`config.mk`:
```
export PLATFORM = sky130hd
export DESIGN_NAME = multicycle_ctrl
export DESIGN_NICKNAME = d
export VERILOG_FILES = /design/src/rtl/multicycle_ctrl.sv
export SDC_FILE = /design/constraint.sdc
export NUM_CORES = 1
export LEC_CHECK = 0
export ABC_AREA = 1
export CAP_MARGIN = 20
export CORE_MARGIN = 2
export CORE_UTILIZATION = 50
export DETAILED_ROUTE_END_ITERATION = 10
export PLACE_DENSITY = 0.76
export SLEW_MARGIN = 20
export SYNTH_ARGS = -nofsm -noshare
export SYNTH_HDL_FRONTEND = slang
export SYNTH_SLANG_ARGS = --single-unit
```
`constraint.sdc`:
```
create_clock -name clk -period 6.6 [get_ports clk]
set_input_delay 1.98 -clock clk [delete_from_list [all_inputs] [get_ports clk]]
set_output_delay 1.98 -clock clk [all_outputs]
set_load 0.01 [all_outputs]
```
`src/rtl/multicycle_ctrl.sv`:
```
// -----------------------------------------------------------------------------
// multicycle_ctrl
//
// Control FSM for a multi-cycle RV32I core. Walks each instruction through
// FETCH -> DECODE -> EXECUTE -> (MEM) -> WB. It reads the decoded fields of the
// latched instruction register and drives the datapath enables, mux selects
// and ALU op. It handshakes with instruction and data memory, traps on illegal
// encodings or a memory that never answers, and counts retired instructions.
//
// Ports
//   clk, rst             clock (rising edge), asynchronous active-high reset
//   opcode/func3/func7   decoded fields of the instruction register
//   br_taken             branch comparator result, sampled in EXECUTE
//   imem_req/imem_ready  instruction fetch handshake
//   dmem_req/dmem_we     data access request, 1 = store
//   dmem_ready           data access complete this cycle
//   ir_we                load instruction register
//   pc_we, pc_sel        PC update strobe (retire), 0 = PC+4, 1 = ALU-out
//   reg_we, wb_sel       register write enable and writeback source
//   alu_src_a/b, imm_sel ALU operand selects and immediate format
//   alu_op               {bit30 qualifier, func3}
//   state                current state encoding
//   fault                sticky trap indicator
//   instret              retired-instruction counter
// -----------------------------------------------------------------------------
module multicycle_ctrl #(
   parameter int unsigned MEM_TIMEOUT = 255
) (
   input  logic        clk,
   input  logic        rst,
   input  logic [6:0]  opcode,
   input  logic [2:0]  func3,
   input  logic [6:0]  func7,
   input  logic        br_taken,
   output logic        imem_req,
   input  logic        imem_ready,
   output logic        dmem_req,
   output logic        dmem_we,
   input  logic        dmem_ready,
   output logic        ir_we,
   output logic        pc_we,
   output logic        pc_sel,
   output logic        reg_we,
   output logic [1:0]  wb_sel,
   output logic        alu_src_a,
   output logic        alu_src_b,
   output logic [2:0]  imm_sel,
   output logic [3:0]  alu_op,
   output logic [2:0]  state,
   output logic        fault,
   output logic [31:0] instret
);

   typedef enum logic [2:0] {
      S_FETCH   = 3'd0,
      S_DECODE  = 3'd1,
      S_EXECUTE = 3'd2,
      S_MEM     = 3'd3,
      S_WB      = 3'd4,
      S_TRAP    = 3'd5
   } state_t;

   localparam logic [6:0] OP_R      = 7'b0110011;
   localparam logic [6:0] OP_IALU   = 7'b0010011;
   localparam logic [6:0] OP_LOAD   = 7'b0000011;
   localparam logic [6:0] OP_STORE  = 7'b0100011;
   localparam logic [6:0] OP_BRANCH = 7'b1100011;
   localparam logic [6:0] OP_JAL    = 7'b1101111;
   localparam logic [6:0] OP_JALR   = 7'b1100111;
   localparam logic [6:0] OP_LUI    = 7'b0110111;
   localparam logic [6:0] OP_AUIPC  = 7'b0010111;

   localparam logic [2:0] IMM_I = 3'd0;
   localparam logic [2:0] IMM_S = 3'd1;
   localparam logic [2:0] IMM_B = 3'd2;
   localparam logic [2:0] IMM_U = 3'd3;
   localparam logic [2:0] IMM_J = 3'd4;

   localparam logic [16:0] TMO_LIMIT = 17'(MEM_TIMEOUT);

   state_t      state_q, state_d;
   logic [15:0] tmo_q, tmo_d;
   logic        br_q, br_d;
   logic [31:0] instret_q, instret_d;

   // ---------------- instruction class decode ----------------
   logic is_r, is_ialu, is_load, is_store, is_branch;
   logic is_jal, is_jalr, is_lui, is_auipc;
   logic is_shift, f7_ok, legal, tmo_hit;

   assign is_r      = (opcode == OP_R);
   assign is_ialu   = (opcode == OP_IALU);
   assign is_load   = (opcode == OP_LOAD);
   assign is_store  = (opcode == OP_STORE);
   assign is_branch = (opcode == OP_BRANCH);
   assign is_jal    = (opcode == OP_JAL);
   assign is_jalr   = (opcode == OP_JALR);
   assign is_lui    = (opcode == OP_LUI);
   assign is_auipc  = (opcode == OP_AUIPC);

   assign is_shift = is_ialu && ((func3 == 3'b001) || (func3 == 3'b101));

   // func7 may be zero, or carry only bit 30 for ADD/SUB and SRL/SRA.
   // For I-shifts this leaves SRAI as the only user of bit 30.
   assign f7_ok = (func7 == 7'b000_0000) ||
                  ((func7 == 7'b010_0000) && ((func3 == 3'b000) || (func3 == 3'b101)));

   // Non-shift I-ALU instructions carry immediate bits in func7, so no check.
   assign legal = (is_r && f7_ok) || (is_ialu && (!is_shift || f7_ok)) ||
                  is_load || is_store || is_branch || is_jal || is_jalr ||
                  is_lui || is_auipc;

   // The cycle being evaluated is wait cycle tmo_q+1; a ready in this same
   // cycle takes priority over the trap.
   assign tmo_hit = ({1'b0, tmo_q} + 17'd1) >= TMO_LIMIT;

   // ---------------- next state ----------------
   always_comb begin
      state_d   = state_q;
      tmo_d     = tmo_q;
      br_d      = br_q;
      instret_d = instret_q;
      case (state_q)
         S_FETCH: begin
            if (imem_ready)   state_d = S_DECODE;
            else if (tmo_hit) state_d = S_TRAP;
            else              tmo_d   = tmo_q + 16'd1;
         end
         S_DECODE: begin
            state_d = legal ? S_EXECUTE : S_TRAP;
         end
         S_EXECUTE: begin
            br_d = br_taken;
            if (is_load || is_store) begin
               state_d = S_MEM;
               tmo_d   = '0;
            end else begin
               state_d = S_WB;
            end
         end
         S_MEM: begin
            if (dmem_ready) begin
               if (is_store) begin
                  state_d = S_FETCH;
                  tmo_d   = '0;
               end else begin
                  state_d = S_WB;
               end
            end else if (tmo_hit) begin
               state_d = S_TRAP;
            end else begin
               tmo_d = tmo_q + 16'd1;
            end
         end
         S_WB: begin
            state_d = S_FETCH;
            tmo_d   = '0;
         end
         S_TRAP:  state_d = S_TRAP;
         default: state_d = S_TRAP;
      endcase
      if (pc_we) instret_d = instret_q + 32'd1;
   end

   // ---------------- control outputs ----------------
   // Decoded from state and IR fields; the ready inputs only qualify the
   // completion strobes. Everything is forced low while rst is high so a
   // mid-transaction reset drops requests immediately.
   always_comb begin
      imem_req  = 1'b0;
      dmem_req  = 1'b0;
      dmem_we   = 1'b0;
      ir_we     = 1'b0;
      pc_we     = 1'b0;
      pc_sel    = 1'b0;
      reg_we    = 1'b0;
      wb_sel    = 2'b00;
      alu_src_a = 1'b0;
      alu_src_b = 1'b0;
      imm_sel   = IMM_I;
      alu_op    = 4'b0000;
      fault     = 1'b0;
      if (!rst) begin
         case (state_q)
            S_FETCH: begin
               imem_req = 1'b1;
               ir_we    = imem_ready;
            end
            S_EXECUTE: begin
               if (is_r || is_shift) alu_op = {func7[5], func3};
               else if (is_ialu)     alu_op = {1'b0, func3};
               alu_src_a = is_branch || is_jal || is_auipc;
               alu_src_b = !is_r && !is_lui;
               if (is_store)                imm_sel = IMM_S;
               else if (is_branch)          imm_sel = IMM_B;
               else if (is_lui || is_auipc) imm_sel = IMM_U;
               else if (is_jal)             imm_sel = IMM_J;
            end
            S_MEM: begin
               dmem_req = 1'b1;
               dmem_we  = is_store;
               pc_we    = is_store && dmem_ready;
            end
            S_WB: begin
               pc_we  = 1'b1;
               reg_we = !is_branch;
               pc_sel = is_jal || is_jalr || (is_branch && br_q);
               if (is_load)                wb_sel = 2'b01;
               else if (is_jal || is_jalr) wb_sel = 2'b10;
               else if (is_lui)            wb_sel = 2'b11;
            end
            S_TRAP:  fault = 1'b1;
            default: ;
         endcase
      end
   end

   // ---------------- state registers ----------------
   always_ff @(posedge clk or posedge rst) begin
      if (rst) begin
         state_q   <= S_FETCH;
         tmo_q     <= '0;
         br_q      <= 1'b0;
         instret_q <= '0;
      end else begin
         state_q   <= state_d;
         tmo_q     <= tmo_d;
         br_q      <= br_d;
         instret_q <= instret_d;
      end
   end

   assign state   = state_q;
   assign instret = instret_q;

endmodule
```
# ---- Word level (Yosys, flattened, before mapping)
# Index checks and enable logic that the tools add are counted.
dict set report op_classes {
  add_sub_neg 3
  magnitude_cmp 1
  eq_ne 20
  muxes 48
  reduce_logical 35
}
# op n
set op_table {}
lappend op_table {{$mux W16} 5}
lappend op_table {{$pmux W16 S4} 1}
lappend op_table {{$mux W3} 13}
lappend op_table {{$add A32 B1 Y32 const B} 1}
lappend op_table {{$eq A7 B6 Y1 const B} 4}
lappend op_table {{$eq A7 B7 Y1 const B} 3}
lappend op_table {{$logic_or A1 B1 Y1} 19}
lappend op_table {{$mux W1} 19}
lappend op_table {{$add A16 B1 Y17 const B} 1}
lappend op_table {{$ge A17 B8 Y1 const B} 1}
lappend op_table {{$add A16 B1 Y16 const B} 1}
lappend op_table {{$pmux W3 S5} 1}
lappend op_table {{$eq A7 B5 Y1 const B} 2}
lappend op_table {{$mux W4} 3}
lappend op_table {{$mux W2} 5}
lappend op_table {{$eq A3 B3 Y1 const B} 3}
lappend op_table {{$eq A7 B2 Y1 const B} 1}
lappend op_table {{$logic_and A1 B1 Y1} 7}
lappend op_table {{$logic_not A7 Y1} 1}
lappend op_table {{$eq A3 B1 Y1 const B} 2}
lappend op_table {{$eq A3 B2 Y1 const B} 2}
lappend op_table {{$logic_not A3 Y1} 2}
lappend op_table {{$logic_not A1 Y1} 4}
lappend op_table {{$ne A2 B2 Y1 const B} 2}
lappend op_table {{other kinds (4)} 4}
dict set report totals {
  register_bits 52
  in_bits 22
  out_inout_bits 54
  elab_cells 111
}

# ---- Depth between registers and ports, before layout
# Gate-level depths: netlist (run 1).
dict set report depth {
  depth_word 16
  mapped_depth 14
}

# ---- Least setup slack after synthesis (run 1)
# Ideal clock, no wire load.
dict set report synth_path {
  path_type {input to output}
  start {input rst}
  end {output pc_we}
  arrival_ns 3.908
  path_slack_ns 0.712
  path_stages 5
  n_path_buf 2
  cell_sequence {inv_1 nand2_1 nand2_1 buf_4 buf_2}
}
dict set report synth_via {
  elab_chain_len 1
}
# element line
set synth_rtl {}
lappend synth_rtl {{start: declaration} 30} ;# input logic rst,
lappend synth_rtl {{$mux W1} 183} ;# if (!rst) begin
lappend synth_rtl {{end: declaration} 41} ;# output logic pc_we,
# No other way between the ends.

# ---- Final worst setup path (run 1)
dict set report layout_path {
  start {input opcode[6]}
  end {output wb_sel[0]}
}
dict set report layout_via {
  elab_chain_len 6
  elab_cells_between_ends 10
}
# element line
set layout_rtl {}
lappend layout_rtl {{start: declaration} 31} ;# input logic [6:0] opcode,
lappend layout_rtl {{$eq A7 B6 Y1 (tied with other cells)} 98} ;# assign is_lui = (opcode == OP_LUI);
lappend layout_rtl {{$mux W2 / $logic_or A1 B1 Y1 (equally long branches)} {210, 209}}
lappend layout_rtl {{$mux W2} 209} ;# else if (is_jal || is_jalr) wb_sel = 2'b10;
lappend layout_rtl {{$mux W2 (*)} 208} ;# if (is_load) wb_sel = 2'b01;
lappend layout_rtl {{$mux W2 (*)} 184} ;# case (state_q)
lappend layout_rtl {{$mux W2 (*)} 183}
lappend layout_rtl {{end: declaration} 44} ;# output logic [1:0] wb_sel,
# Every way passes the cells marked *; elsewhere a longest branch is shown, timed or not.

==> results of run 1 <==
cells in the mapped netlist (all sizes together):
library cell and number:
nand2 137, nor2 91, inv 70, dfrtp 52
nand3 37, nor3 29, nand4 24, xor2 19
xnor2 12, o21ai 9, a21oi 6, buf 3
ha 3, nand3b 3, nor4 2, o21bai 2
o22ai 2, and3 1, o211ai 1
area by class of cell:
type	count	area share [%]
inverters	70	5.871
clock buffers	6	1.845
multi-input cells	378	43.11
flip-flops and latches	52	29.07
clock inverters	2	0.3075
repair buffers	77	17.11
well taps	96	2.684
cells by family after synthesis:
group	count (synthesis)	share of synthesized area (%)
AO/OA/AOI/OAI	20	3.134
XOR/XNOR	31	7.728
adder cells (fa/ha/maj)	3	1.068
buffers and inverters	73	8.048
flip-flops	52	37.04
AND/OR/NAND/NOR	324	42.98
metrics by stage:
stage               hold slack, ns  cell area [sq um]
finish                      0.5025               4476
global route                0.5354               4476
CTS                         0.5095               4476
detailed placement          0.4855               4379
global placement            0.4833               4379
floorplan                   0.4422               3513
power by group through the flow:
| stage | sequential, W | clock, W | combinational [W] |
|---|---|---|---|
| final | 0.000318 | 0.000194 | 0.0000294 |
| after global routing | 0.000319 | 0.000213 | 0.0000330 |
| after CTS | 0.000318 | 0.000199 | 0.0000297 |
| after detailed placement | 0.000325 | 0 | 0.0000297 |
| after global placement | 0.000325 | 0 | 0.0000291 |
| after floorplan | 0.000325 | 0 | 0.0000111 |
worst register-to-register path: stages (launching register included):
cell and delay (ns):
dfrtp_1 0.46, inv_2 0.12, nand2_1 0.07, nor2_1 0.17, inv_1 0.11, nor2_2 0.11, nand4_1 0.09, nand2_1 0.15
buf_4 0.26, inv_1 0.11, nor3_1 0.24, nand2_1 0.11, xnor2_1 0.14
registers in the layout (all words and copies together) (netlist names):
name,flops
br_q,1
instret,32
state,3
tmo_q,16
how the worst min path moves through the flow:
stage / end / slack (ns) / cells past startpoint
floorplan: br_q / 0.44 / 2
global placement: br_q / 0.48 / 2
detailed placement: br_q / 0.49 / 2
CTS: instret[30] / 0.51 / 1
global route: instret[30] / 0.54 / 1
finish: instret[30] / 0.50 / 1
per-layer routing:
metal / vias up / GRT usage (%) / share of wire [%]
met5: - / 0 / 0
met4: 0 / 6.294 / 1.4
met3: 13 / 4.430 / 3.5
met2: 60 / 39.39 / 49
met1: 1603 / 30.74 / 46
li1: 1760 / - / -
cell usage in the layout (no fill, tap or decap), drive strengths merged, types with 2 or more instances in the layout:
cell           count
nand2            137
nor2              91
clkdlybuf4s50     75
inv               71
dfrtp             52
nand3             37
nor3              29
nand4             24
xor2              19
xnor2             12
o21ai              9
a21oi              6
clkbuf             6
nand3b             3
ha                 3
o21bai             2
o22ai              2
nor4               2
buf                2
==> impl_results.md, run 1 <==
* Crit end category: output pin
* Worst r2r src: state[2]
* Setup WS post-layout at 0.7676 ns
* Crit-path slowest cell: clkdlybuf4s50_1
* Number of hold buffers added after cts at 0
* Area growth from synthesis to layout at 27.39%
* WP data arrival at 3.85 ns
* Netlist Area Pre-Place at 0.003513 sq mm
* Max-cap violations at 0
* Clk slew on worst S/H paths at 0.10 ns
* CP bufs+invs at 3
* Final net count at 609
* Vias in the first global route at 3255
* Vias at 3436
* Routability cong. at 0.8753
* Utilization after layout at 65.87%
* Hold violation count in the final report at 0
* Crit Path Class: in2out
* Synth top area cells: dfrtp_1 37%, nand2_1 14%, nor2_1 8.4%
* Post-Route Setup TNS at 0 ns
* CTS resizes at 0
* CTS tree: done
* Critical path endpoint: wb_sel[0]
* Leading area contributor after synthesis: dfrtp_1
* Skew final at 0.01311 ns
* PortBufs at 75
* Comb power frac at 5.4%
* Yosys warning total at 0
* Final wirelength at 8.550 mm
* Startpoint Class: input pin
* Chip Width at 87.83 microns
* Worst stage delay on the critical path at 0.56 ns
* Worst R2R Path Depth at 12
* Antenna diodes at 0
* Pleak at 2.093 nW
* Worst-path cell chain: clkdlybuf4s50_1 > inv_1 > nand2_1 > nor3_1 > nand2_1 > a21oi_1 > clkdlybuf4s50_1
* Clock power share at 35.8%
* Filler Cell Count at 627
* H-tree level count at 2
* Total GRT Usage at 23.31%
* Status: completed
* Placed Instances at 673
* Crit path time final at 5.832 ns
* CTS Sinks at 52
* Slew Limit Headroom at 55.55%
* Worst setup path startpoint: opcode[6]
* CTS root buffer: clkbuf_8
* # IOs at 76
* Sequential share of the synthesized area at 37.04%
* Worst hold-check path type: reg2reg
* Remaining DRCs at 0
* RSZ-0062 raised after global routing: no
* PwrDens at 121.0 mW/mm^2
* First-pass GRT wire length at 14.48 mm
* Die Y at 87.83 microns
* DRT iter0 DRCs at 193
* Post-DP HPWL at 6.827 mm
* FF+latch area at 0.001301 sq mm
* Max Fclk at 0.1715 GHz
* Core ar. at 0.006794 sq mm
* Row count at 30
* Initial core utilization at 51.71%
* Delay-heaviest family, CP: buffers and inverters
* TritonCTS Buffers at 5
* DR vias/cell at 5.046
* Grt total ovfl at 0
* Synth cell types at 30
* DP Worst Slack at 0.8021 ns
* Peak supply drop at 0.09815 mV
* Tightest Pin Transition at 0.6667 ns
* Clk buf depth at 2
* Net switching power at 0.0001233 W
* Register-to-register setup slack at 4.34 ns
* Die footprint at 0.007713 sq mm
* Non-filler instance count after layout at 681
* Remaining antenna violation count at 0
* Largest net degree at the start of global routing at 53
* Post-CTS Setup Bufs at 0
* Mapped Nets at 528
* P_int at 0.0004184 W
* DRT Pass-1 Iters at 4
* #FFs+latches synth at 52
* Worst-path maximum fanout at 3
* Multi-input logic area at 0.001929 sq mm
* Net Sw Frac at 22.76%
* Ratio of cells with drive above 1 in the final layout at 6.325%
* HP Start: instret[30]
* Crit share post-route at 88.37%
* RR Endpoint: instret[17]
* Syn Inst Count at 503
* DR WL/cell at 12.56 microns
* Flop pwr share at 58.8%
* Average size of a mapped cell at 6.985 sq um
* Critical Path RT at 4.62 ns
* Total Power at 0.0005417 W
* Yosys top cell area share at 37.04%
* Final setup viols at 0
* Max-slew violation count at 0
* WP depth at 7
* Initial antenna violation count at 0
* Clk_lat worst skew at 0.31 ns
No activity file was read; power rests on OpenSTA's default activity.
==> run 2, diff against run 1 <==
--- a/config.mk
+++ b/config.mk
@@ -7,6 +7,7 @@
 export LEC_CHECK = 0
 export ABC_AREA = 1
 export CAP_MARGIN = 20
+export CORE_ASPECT_RATIO = 1.5
 export CORE_MARGIN = 2
 export CORE_UTILIZATION = 50
 export DETAILED_ROUTE_END_ITERATION = 10
==> impl_results.md, run 2 (same netlist as run 1, synthesis figures left out) <==
* Filler Cell Count at 636
* Die footprint at 0.007727 sq mm
* PwrDens at 120.4 mW/mm^2
* Crit path time final at 5.887 ns
* Initial core utilization at 51.28%
* Crit end category: output pin
* Post-CTS Setup Bufs at 0
* DRT Pass-1 Iters at 7
* Critical Path RT at 4.62 ns
* # IOs at 76
* DR vias/cell at 5.279
* RSZ-0062 raised after global routing: no
* PortBufs at 75
* Final setup viols at 0
* Ratio of cells with drive above 1 in the final layout at 6.325%
* Worst hold-check path type: reg2reg
* Largest net degree at the start of global routing at 53
* Final wirelength at 8.548 mm
* Status: completed
* Final net count at 609
* Startpoint Class: input pin
* Remaining antenna violation count at 0
* Non-filler instance count after layout at 663
* Delay-heaviest family, CP: buffers and inverters
* Register-to-register setup slack at 4.32 ns
* Crit-path slowest cell: clkdlybuf4s50_1
* Vias in the first global route at 3505
* Remaining DRCs at 0
* Worst R2R Path Depth at 11
* Die Y at 106.7 microns
* Chip Width at 72.45 microns
* Worst Hold Path EP: br_q
* Multi-input logic area at 0.001929 sq mm
* Post-DP HPWL at 6.950 mm
* Largest register FFs at 32
* RR Endpoint: state[1]
* DR WL/cell at 12.89 microns
* Total GRT Usage at 23.79%
* Hold violation count in the final report at 0
* HP Start: br_q
* Hold path cells at 2
* DRT iter0 DRCs at 121
* Max Fclk at 0.1699 GHz
* Clk slew on worst S/H paths at 0.08 ns
* Crit Path Class: in2out
* Area growth from synthesis to layout at 26.74%
* Max-cap violations at 0
* Skew final at 0.01142 ns
* CP bufs+invs at 5
* CTS Sinks at 52
* WP data arrival at 3.91 ns
* Max-slew violation count at 0
* TritonCTS Buffers at 5
* Row count at 37
* Worst r2r src: tmo_q[0]
* Core ar. at 0.006852 sq mm
* CTS tree: done
* Placed Instances at 655
* Routability cong. at 0.8792
* Peak supply drop at 0.1017 mV
* Crit share post-route at 89.19%
* Worst-path maximum fanout at 3
* Grt total ovfl at 0
* CTS resizes at 0
* First-pass GRT wire length at 14.97 mm
* Clk buf depth at 2
* Initial antenna violation count at 0
* CTS root buffer: clkbuf_8
* Post-Route Setup TNS at 0 ns
* H-tree level count at 2
* Vias at 3500
* Number of hold buffers added after cts at 0
* Commonest non-fill, non-tap cell in the layout: nand2_1
* Clk_lat worst skew at 0.30 ns
* Slew Limit Headroom at 56.12%
* Worst-path cell chain: clkdlybuf4s50_1 > nand2_1 > inv_1 > nand2_1 > nor3_1 > inv_1 > o22ai_1 > o21ai_0 > inv_1 > clkdlybuf4s50_1
* Antenna diodes at 0
* Most frequent CP cell: inv_1
* Tightest Pin Transition at 0.6583 ns
* Most frequent cells in the layout: 133 x nand2_1, 79 x nor2_1, 75 x clkdlybuf4s50_1
* Worst stage delay on the critical path at 0.54 ns
* FF+latch area at 0.001301 sq mm
* Pleak at 2.093 nW
## run 2: cell counts in the layout (fill, tap and decap cells not counted)
No cell type changed its count.
## run 2: where the power goes
group | switching (W) | internal (W)
clock network | 0.000102 | 0.0000859
registers | 0.0000000481 | 0.000318
logic | 0.0000155 | 0.0000141
total | 0.000118 | 0.000418
## run 2: final cells by class
type / count / share of cell area [%]
clock inverter: 2 / 0.3091
inverter: 70 / 5.901
clock buffer: 6 / 1.854
sequential: 52 / 29.22
timing repair buffer: 77 / 17.20
tap: 78 / 2.192
multi-input combinational: 378 / 43.33
## run 2: worst max path at each step
stage | from | endpoint | slack, ns | cells past startpoint
after floorplan | rst | pc_we | 0.71 | 5
after global placement | opcode[6] | alu_src_a | 0.86 | 9
after detailed placement | opcode[1] | alu_src_a | 0.75 | 10
after CTS | opcode[1] | alu_src_a | 0.75 | 10
after global routing | opcode[1] | alu_src_a | 0.48 | 10
final | opcode[1] | alu_src_a | 0.71 | 10
## run 2: worst register-to-register path: stages (launching register included)
cell      delay [ns]
dfrtp_1         0.46
ha_1            0.20
nand2_1         0.11
nor2_4          0.20
nand2_2         0.11
nor2_4          0.10
nand2_1         0.07
a21oi_1         0.22
nand2_1         0.08
nor2_1          0.37
nand3_1         0.17
o211ai_1        0.12
## run 2: routing by layer
| metal | vias up | global-route usage [%] | routed length (microns) |
|---|---|---|---|
| met5 | - | 0 | 0 |
| met4 | 0 | 10.05 | 277 |
| met3 | 28 | 3.195 | 287 |
| met2 | 83 | 43.84 | 4541 |
| met1 | 1623 | 26.80 | 3442 |
| li1 | 1766 | - | - |
## run 2: stage by stage
| stage | cell area [sq um] | util, % | total power (W) | worst slack, ns | hold slack [ns] |
|---|---|---|---|---|---|
| after detailed placement | 4357 | 63.59 | 0.0003546 | 0.7474 | 0.4668 |
| after global placement | 4357 | 63.59 | 0.0003538 | 0.8626 | 0.4809 |
| final | 4453 | 64.99 | 0.0005360 | 0.7135 | 0.4946 |
| after global routing | 4453 | 64.99 | 0.0005603 | 0.4765 | 0.5339 |
| after floorplan | 3513 | - | 0.0003358 | 0.7120 | 0.4422 |
| after CTS | 4453 | 64.99 | 0.0005435 | 0.7495 | 0.4961 |
==> run 3, diff against run 2 <==
--- a/config.mk
+++ b/config.mk
@@ -12,7 +12,6 @@
 export CORE_UTILIZATION = 50
 export DETAILED_ROUTE_END_ITERATION = 10
 export PLACE_DENSITY = 0.76
-export SLEW_MARGIN = 20
 export SYNTH_ARGS = -nofsm -noshare
 export SYNTH_HDL_FRONTEND = slang
 export SYNTH_SLANG_ARGS = --single-unit
==> results of run 3 <==
Same layout as run 2: the final DEF is identical, and so are final timing and power.
